### src/rtl/seq_divider.sv
// Iterative restoring divider: one quotient bit per clock, signed or unsigned operands.
// Operands are reduced to magnitudes on start, and the signs are re-applied in a single fix-up cycle.
module seq_divider #(
  parameter int WIDTH = 32
) (
  input  logic             clk,
  input  logic             rst_n,
  input  logic             start,
  input  logic             sign,
  input  logic [WIDTH-1:0] dividend,
  input  logic [WIDTH-1:0] divisor,
  output logic             busy,
  output logic             done,
  output logic [WIDTH-1:0] quotient,
  output logic [WIDTH-1:0] remainder,
  output logic             div_zero
);

  localparam int CW = $clog2(WIDTH + 1);
  localparam logic [WIDTH-1:0] MIN_INT = {1'b1, {(WIDTH-1){1'b0}}};

  typedef enum logic [1:0] {IDLE, CALC, FIX} state_t;

  state_t           state_q, state_d;
  logic [CW-1:0]    cnt_q, cnt_d;
  logic [WIDTH-1:0] rem_q, rem_d;
  logic [WIDTH-1:0] q_q, q_d;
  logic [WIDTH-1:0] b_q, b_d;
  logic             qneg_q, qneg_d;
  logic             rneg_q, rneg_d;
  logic             dz_q, dz_d;
  logic             ovf_q, ovf_d;
  logic             done_q, done_d;
  logic [WIDTH-1:0] quotient_q, quotient_d;
  logic [WIDTH-1:0] remainder_q, remainder_d;
  logic             div_zero_q, div_zero_d;

  logic             a_neg, b_neg, ovf_in;
  logic [WIDTH-1:0] a_mag, b_mag;
  logic [WIDTH:0]   rem_shift;
  logic             rem_ge;

  assign a_neg  = sign & dividend[WIDTH-1];
  assign b_neg  = sign & divisor[WIDTH-1];
  assign a_mag  = a_neg ? -dividend : dividend;
  assign b_mag  = b_neg ? -divisor : divisor;
  assign ovf_in = sign && (dividend == MIN_INT) && (divisor == '1);

  // The shifted partial remainder keeps one extra bit so the compare against the divisor never wraps.
  assign rem_shift = {rem_q, q_q[WIDTH-1]};
  assign rem_ge    = rem_shift >= {1'b0, b_q};

  always_comb begin
    state_d     = state_q;
    cnt_d       = cnt_q;
    rem_d       = rem_q;
    q_d         = q_q;
    b_d         = b_q;
    qneg_d      = qneg_q;
    rneg_d      = rneg_q;
    dz_d        = dz_q;
    ovf_d       = ovf_q;
    done_d      = 1'b0;
    quotient_d  = quotient_q;
    remainder_d = remainder_q;
    div_zero_d  = div_zero_q;

    case (state_q)
      IDLE: begin
        if (start) begin
          q_d        = a_mag;
          b_d        = b_mag;
          qneg_d     = a_neg ^ b_neg;
          rneg_d     = a_neg;
          dz_d       = (divisor == '0);
          ovf_d      = ovf_in;
          div_zero_d = 1'b0;
          cnt_d      = '0;
          rem_d      = '0;
          state_d    = ((divisor == '0) || ovf_in) ? FIX : CALC;
        end
      end
      CALC: begin
        // The subtraction result is always below the divisor, so it fits in WIDTH bits.
        if (rem_ge) begin
          rem_d = rem_shift[WIDTH-1:0] - b_q;
          q_d   = {q_q[WIDTH-2:0], 1'b1};
        end else begin
          rem_d = rem_shift[WIDTH-1:0];
          q_d   = {q_q[WIDTH-2:0], 1'b0};
        end
        cnt_d = cnt_q + CW'(1);
        if (cnt_q == CW'(WIDTH - 1)) begin
          state_d = FIX;
        end
      end
      FIX: begin
        // On divide by zero, q still holds the dividend magnitude; re-negating restores the raw dividend.
        if (dz_q) begin
          quotient_d  = '1;
          remainder_d = rneg_q ? -q_q : q_q;
          div_zero_d  = 1'b1;
        end else if (ovf_q) begin
          quotient_d  = MIN_INT;
          remainder_d = '0;
        end else begin
          quotient_d  = qneg_q ? -q_q : q_q;
          remainder_d = rneg_q ? -rem_q : rem_q;
        end
        done_d  = 1'b1;
        state_d = IDLE;
      end
      default: state_d = IDLE;
    endcase
  end

  always_ff @(posedge clk or negedge rst_n) begin
    if (!rst_n) begin
      state_q     <= IDLE;
      cnt_q       <= '0;
      rem_q       <= '0;
      q_q         <= '0;
      b_q         <= '0;
      qneg_q      <= 1'b0;
      rneg_q      <= 1'b0;
      dz_q        <= 1'b0;
      ovf_q       <= 1'b0;
      done_q      <= 1'b0;
      quotient_q  <= '0;
      remainder_q <= '0;
      div_zero_q  <= 1'b0;
    end else begin
      state_q     <= state_d;
      cnt_q       <= cnt_d;
      rem_q       <= rem_d;
      q_q         <= q_d;
      b_q         <= b_d;
      qneg_q      <= qneg_d;
      rneg_q      <= rneg_d;
      dz_q        <= dz_d;
      ovf_q       <= ovf_d;
      done_q      <= done_d;
      quotient_q  <= quotient_d;
      remainder_q <= remainder_d;
      div_zero_q  <= div_zero_d;
    end
  end

  assign busy      = (state_q != IDLE);
  assign done      = done_q;
  assign quotient  = quotient_q;
  assign remainder = remainder_q;
  assign div_zero  = div_zero_q;

endmodule

### config.mk
export PLATFORM = sky130hd
export DESIGN_NAME = seq_divider
export DESIGN_NICKNAME = d
export VERILOG_FILES = /design/src/rtl/seq_divider.sv
export SDC_FILE = /design/constraint.sdc
export NUM_CORES = 1
export LEC_CHECK = 0
export CORE_ASPECT_RATIO = 0.5
export CORE_MARGIN = 3
export CORE_UTILIZATION = 62
export CTS_CLUSTER_DIAMETER = 40
export DETAILED_ROUTE_END_ITERATION = 10
export PLACE_DENSITY = 0.89
export SETUP_SLACK_MARGIN = 0.4
export SYNTH_ARGS = -nofsm -noshare
export SYNTH_HDL_FRONTEND = slang
export SYNTH_SLANG_ARGS = --single-unit
### constraint.sdc
create_clock -name clk -period 8.5 [get_ports clk]
set_input_delay 0.85 -clock clk [delete_from_list [all_inputs] [get_ports clk]]
set_output_delay 0.85 -clock clk [all_outputs]
set_load 0.005 [all_outputs]
; ---- Yosys cells after proc, flatten, opt, wreduce, memory -nomap -nowiden
; Cells that the tools add are included.
[word_totals]
word_cells = 68
output_inout_bits = 67
reg_bits = 174
[classes]
magnitude_cmp = 1
add_sub_neg = 6
n_reduce_logical = 12
mux = 25
eq_ne = 8
bitwise_logic = 3
[op_table]
columns = op, count
row1 = $mux W32, 12
row2 = $neg A32 Y32, 4
row3 = $pmux W32 S2, 2
row4 = $eq A32 B32 Y1 const B, 2
row5 = $ge A33 B32 Y1, 1
row6 = $logic_not A32 Y1, 1
row7 = $sub A32 B32 Y32, 1
row8 = $pmux W6 S2, 1
row9 = $add A6 B1 Y6 const B, 1
row10 = $eq A6 B5 Y1 const B, 1
row11 = $mux W2, 3
row12 = $mux W6, 1
row13 = $ne A2 B2 Y1 const B, 3
row14 = $reduce_and A2 Y1, 3
row15 = $reduce_bool A2 Y1, 3
row16 = $mux W1, 4
row17 = $pmux W2 S2, 1
row18 = $reduce_and A3 Y1, 1
row19 = $and A1 B1 Y1, 2
row20 = $eq A2 B1 Y1 const B, 1
row21 = $eq A2 B2 Y1 const B, 1
row22 = $logic_and A1 B1 Y1, 2
row23 = $logic_not A2 Y1, 1
row24 = $pmux W1 S2, 1
row25 = 2 further kinds, 2

; ---- Logic depth before layout (Yosys ltp)
[depth]
word_depth = 7
mapped_depth = 12

; ---- Least setup slack after synthesis
; OpenSTA, ideal clock, no wires.
[synth_path]
path_type = in2reg
from = in divisor[0]
to = reg b_q[30]
n_path_buf = 0
t_arrival_ns = 3.245
required_time_ns = 8.367
slack_ns = 5.122
path_stages = 10
cell_sequence = inv_1 -> ha_1 -> or3b_2 -> nor4_2 -> nand2_1 -> or2_2 -> or4_1 -> o31ai_1 -> xor2_1 -> o21ai_0
[synth_via]
elab_chain_len = 2
[synth_rtl]
columns = element, line_no
row1 = from (decl), 11  ; input logic [WIDTH-1:0] divisor,
row2 = $neg A32 Y32, 46  ; assign b_mag = b_neg ? -divisor : divisor;
row3 = $mux W32, 46
row4 = to (signal assigned), 123  ; b_q <= '0;
row5 = to (signal assigned), 137  ; b_q <= b_d;
row6 = to (decl), 28  ; logic [WIDTH-1:0] b_q, b_d;
; Every way passes these cells.
; A chain may end at the register's enable or synchronous reset.

; ---- Final worst setup path
[layout_path]
from = in dividend[8]
to = reg q_q[29]
[layout_via]
elab_chain_len = 4
[layout_rtl]
columns = element, line_no
row1 = from (decl), 10  ; input logic [WIDTH-1:0] dividend,
row2 = $neg A32 Y32, 45  ; assign a_mag = a_neg ? -dividend : dividend;
row3 = $mux W32, 45
row4 = $mux W32, 70  ; if (start) begin
row5 = $pmux W32 S2, 68  ; case (state_q)
row6 = to (signal assigned), 136  ; q_q <= q_d;
row7 = to (decl), 27  ; logic [WIDTH-1:0] q_q, q_d;
; Every way passes these cells. The select of a mux whose other input is x is not followed.

==> flow_metrics.py <==
metrics = {
    "routing": {
        "first_iter_violations": 1717,
        "ant_nets": 0,
        "wl_um": 39000,
        "viasPerCell": 6.58,
        "wl_per_cell_um": 21.1,
        "drc": 0,
        "drt-pass1-iter-count": 7,
        "vias": 12200,
    },
    "global_routing": {
        "grt_max_degree": 112,
        "grt_pass1_vias": 11500,
        "grt-ovfl-total": 0,
        "grt_usage_pct": 35.8,
        "grt_pass1_wl_um": 61700,
        "antenna_found_initial": 0,
    },
    "logic_synthesis": {
        "synth-seq-cells": 174,
        "syn_area_um2": 12300,
        "synth_fp_nets": 1624,
        "yosysWarnings": 0,
        "synth-edff-count": 0,
        "synth.distinct_cells": 67,
        "ys_seq_area_share_pct": 35.3,
        "synth_ff_type": "dfrtp_1",
        "synthCells": 1517,
        "syn_avg_cell_area_um2": 8.13,
        "synth-async-reset-ratio_pct": 100,
    },
    "timing": {
        "period_share_pct": 45.2,
        "skew_ns": 0.0135,
        "setup_viol": 0,
        "rsz0062_at_grt": "false",
        "finalHoldViolations": 0,
        "setup_tns_ns": 0,
        "fmax_mhz": 260,
        "max_slew_margin_pct": 21.1,
        "maxSlewViolCount": 0,
        "hold_ws_ns": 0.485,
        "tightest_slew_ns": 1.18,
        "fin_crit_ns": 3.84,
    },
    "critical_path": {
        "worst_path_dominant_cell_family": "simple AND/OR/NAND/NOR gates",
        "crit_path_start_kind": "primary input",
        "worstPathMaxFanout": 7,
        "critPathArrivalTime_ns": 4.14,
        "slowest_delay_ns": 0.65,
        "crit_chain": "clkdlybuf4s50_1 -> or4_1 -> nor4_1 -> nor3b_1 -> nand2_1 -> nor3b_1 -> nor3b_1 -> mux2i_1 -> o21ai_0",
        "cp_slowest_cell": "or4_1",
        "required_ns": 8.80,
        "path_class": "primary input to register",
        "critPathBufInv": 1,
        "path_common_cell": "nor3b_1",
        "endpoint_kind": "register",
    },
    "die": {
        "fp-row-count": 35,
        "io_pins": 135,
        "fp.dieW_um": 205,
        "die_height_um": 106,
        "initial_core_util_pct": 65.1,
        "fp.coreArea_um2": 19000,
        "die_area_um2": 21700,
    },
    "place": {
        "hpwl_um": 27700,
        "gp_congestion": 0.947,
        "portBuffers": 134,
        "dpl_cell_area_um2": 13700,
    },
    "final_layout": {
        "design_area_um2": 14300,
        "final_common_cell": "o21ai_0",
        "fin_nets": 1684,
        "layout_common_cells": "o21ai_0, nand2_1, dfrtp_1",
        "drive_gt1_share_pct": 4.65,
        "layout-area-overhead-vs-synth_pct": 15.8,
        "antenna-diode-count": 0,
        "fillCellCount": 1308,
    },
    "clock_network": {
        "post-cts-setup-buffers": 0,
        "clk-insertion-delay-late_ns": 0.46,
        "cts_max_level": 4,
        "clk_pin_slew_worst_paths_ns": 0.07,
        "cts_sinks": 174,
        "hold_buffers": 0,
        "root_buffer": "clkbuf_16",
        "cts_tree": "done",
        "cts_buffers": 17,
        "clockBufferDepth": 2,
        "cts_resized": 0,
    },
    "power": {
        "leakagePower_nw": 5.87,
        "p_per_area_nw_per_um2": 348,
        "ir_drop_mv": 0.210,
    },
    "status": {
        "outcome": "complete, no violations",
    },
    "hold_path": {
        "hold_path_class": "register to register",
    },
    "job": {
        "cap_violations": 0,
    },
}
==> per-layer routing <==
layer  share of wire (%)  GRT usage (%)  up-vias
met3                  11           9.13      137
met4                 3.5           12.8        0
li1                    -              -     5503
met5                   0              0        -
met1                  41           49.2     5706
met2                  44           55.1      816
==> sequential cells by signal (all words and copies together), names as in the netlist, 2 cells and up <==
| signal | flops |
|---|---|
| b_q | 32 |
| cnt_q | 6 |
| q_q | 32 |
| quotient | 32 |
| rem_q | 32 |
| remainder | 32 |
| state_q | 2 |
==> worst min-delay path: stages, from the launching register on <==
cell	delay, ns
dfrtp_1	0.34
nand2_1	0.05
o21ai_0	0.06
==> final cells by class <==
class | instances | area [um^2] | area share (%)
multi-input cells | 1185 | 7340 | 51.4
flip-flops and latches | 174 | 4350 | 30.5
repair buffers | 147 | 1440 | 10.1
clock buffers | 17 | 425 | 2.98
well taps | 259 | 324 | 2.27
clock inverters | 15 | 203 | 1.42
inverters | 52 | 195 | 1.37
==> worst paths after layout <==
check / from / end / slack, ns / cells after the start
max in group asynchronous: rst_n / q_q[7]$_DFFE_PN0P_ / 6.44 / 2
min in group asynchronous: rst_n / b_q[12]$_DFFE_PN0P_ / 0.49 / 1
setup reg to reg: q_q[8]$_DFFE_PN0P_ / remainder[31]$_DFFE_PN0P_ / 4.96 / 8
setup / recovery: dividend[8] / q_q[29]$_DFFE_PN0P_ / 4.66 / 9
hold reg to reg: b_q[8]$_DFFE_PN0P_ / b_q[8]$_DFFE_PN0P_ / 0.48 / 2
hold / removal: b_q[8]$_DFFE_PN0P_ / b_q[8]$_DFFE_PN0P_ / 0.48 / 2
==> Yosys cell counts (3+ instances only) <==
library cell / instances / area (um^2)
a211o_1: 4 / 35.0
a211oi_1: 9 / 67.6
a21o_1: 12 / 90.1
a21oi_1: 86 / 430
a221o_1: 4 / 40.0
a221oi_1: 22 / 193
a22oi_1: 29 / 218
a31oi_1: 5 / 31.3
a32oi_1: 7 / 61.3
and2_1: 9 / 56.3
and3_1: 7 / 43.8
buf_1: 5 / 18.8
buf_6: 3 / 33.8
clkbuf_1: 93 / 349
clkbuf_8: 5 / 68.8
dfrtp_1: 174 / 4350
ha_1: 38 / 475
inv_1: 51 / 191
mux2i_1: 10 / 100
nand2_1: 182 / 683
nand2b_1: 12 / 75.1
nand3_1: 36 / 180
nand4_1: 17 / 106
nor2_1: 140 / 526
nor2b_1: 10 / 62.6
nor3_1: 24 / 120
nor3b_1: 3 / 22.5
nor4_1: 12 / 75.1
o21a_1: 12 / 90.1
o21ai_0: 192 / 961
o31ai_1: 37 / 278
o41ai_1: 13 / 114
or2_2: 6 / 37.5
or3_1: 16 / 100
or4_1: 10 / 75.1
or4_4: 4 / 45.0
xnor2_1: 89 / 780
xor2_1: 85 / 744
==> power by group <==
group          leakage, nW  switching, mW  internal, mW  total, mW
Sequential            2.24          0.437          1.06       1.50
Combinational         3.33           1.56          1.08       2.64
Clock                0.302          0.391         0.449      0.840
==> kinds of logic (layout without fill, tap and decap cells) <==
group	count (synthesis)	count (layout)	synth area share, %
mux	10	10	0.811
simple gates	499	499	18.7
flops	174	174	35.3
buf+inv	158	231	5.40
compound gates	463	463	23.4
xor+xnor	174	174	12.4
fa+ha+maj	39	39	4.02
==> stage by stage <==
step	utilization, %	setup slack [ns]	total power, mW	instances
final	75.3	4.66	4.98	1849
after global routing	75.3	4.37	5.30	1849
after CTS	75.3	4.70	4.87	1849
after detailed placement	72.0	4.23	4.01	1817
after global placement	72.0	4.25	3.94	1817
after floorplan	-	5.12	3.31	1517
Power figures use the tool's default switching activity.
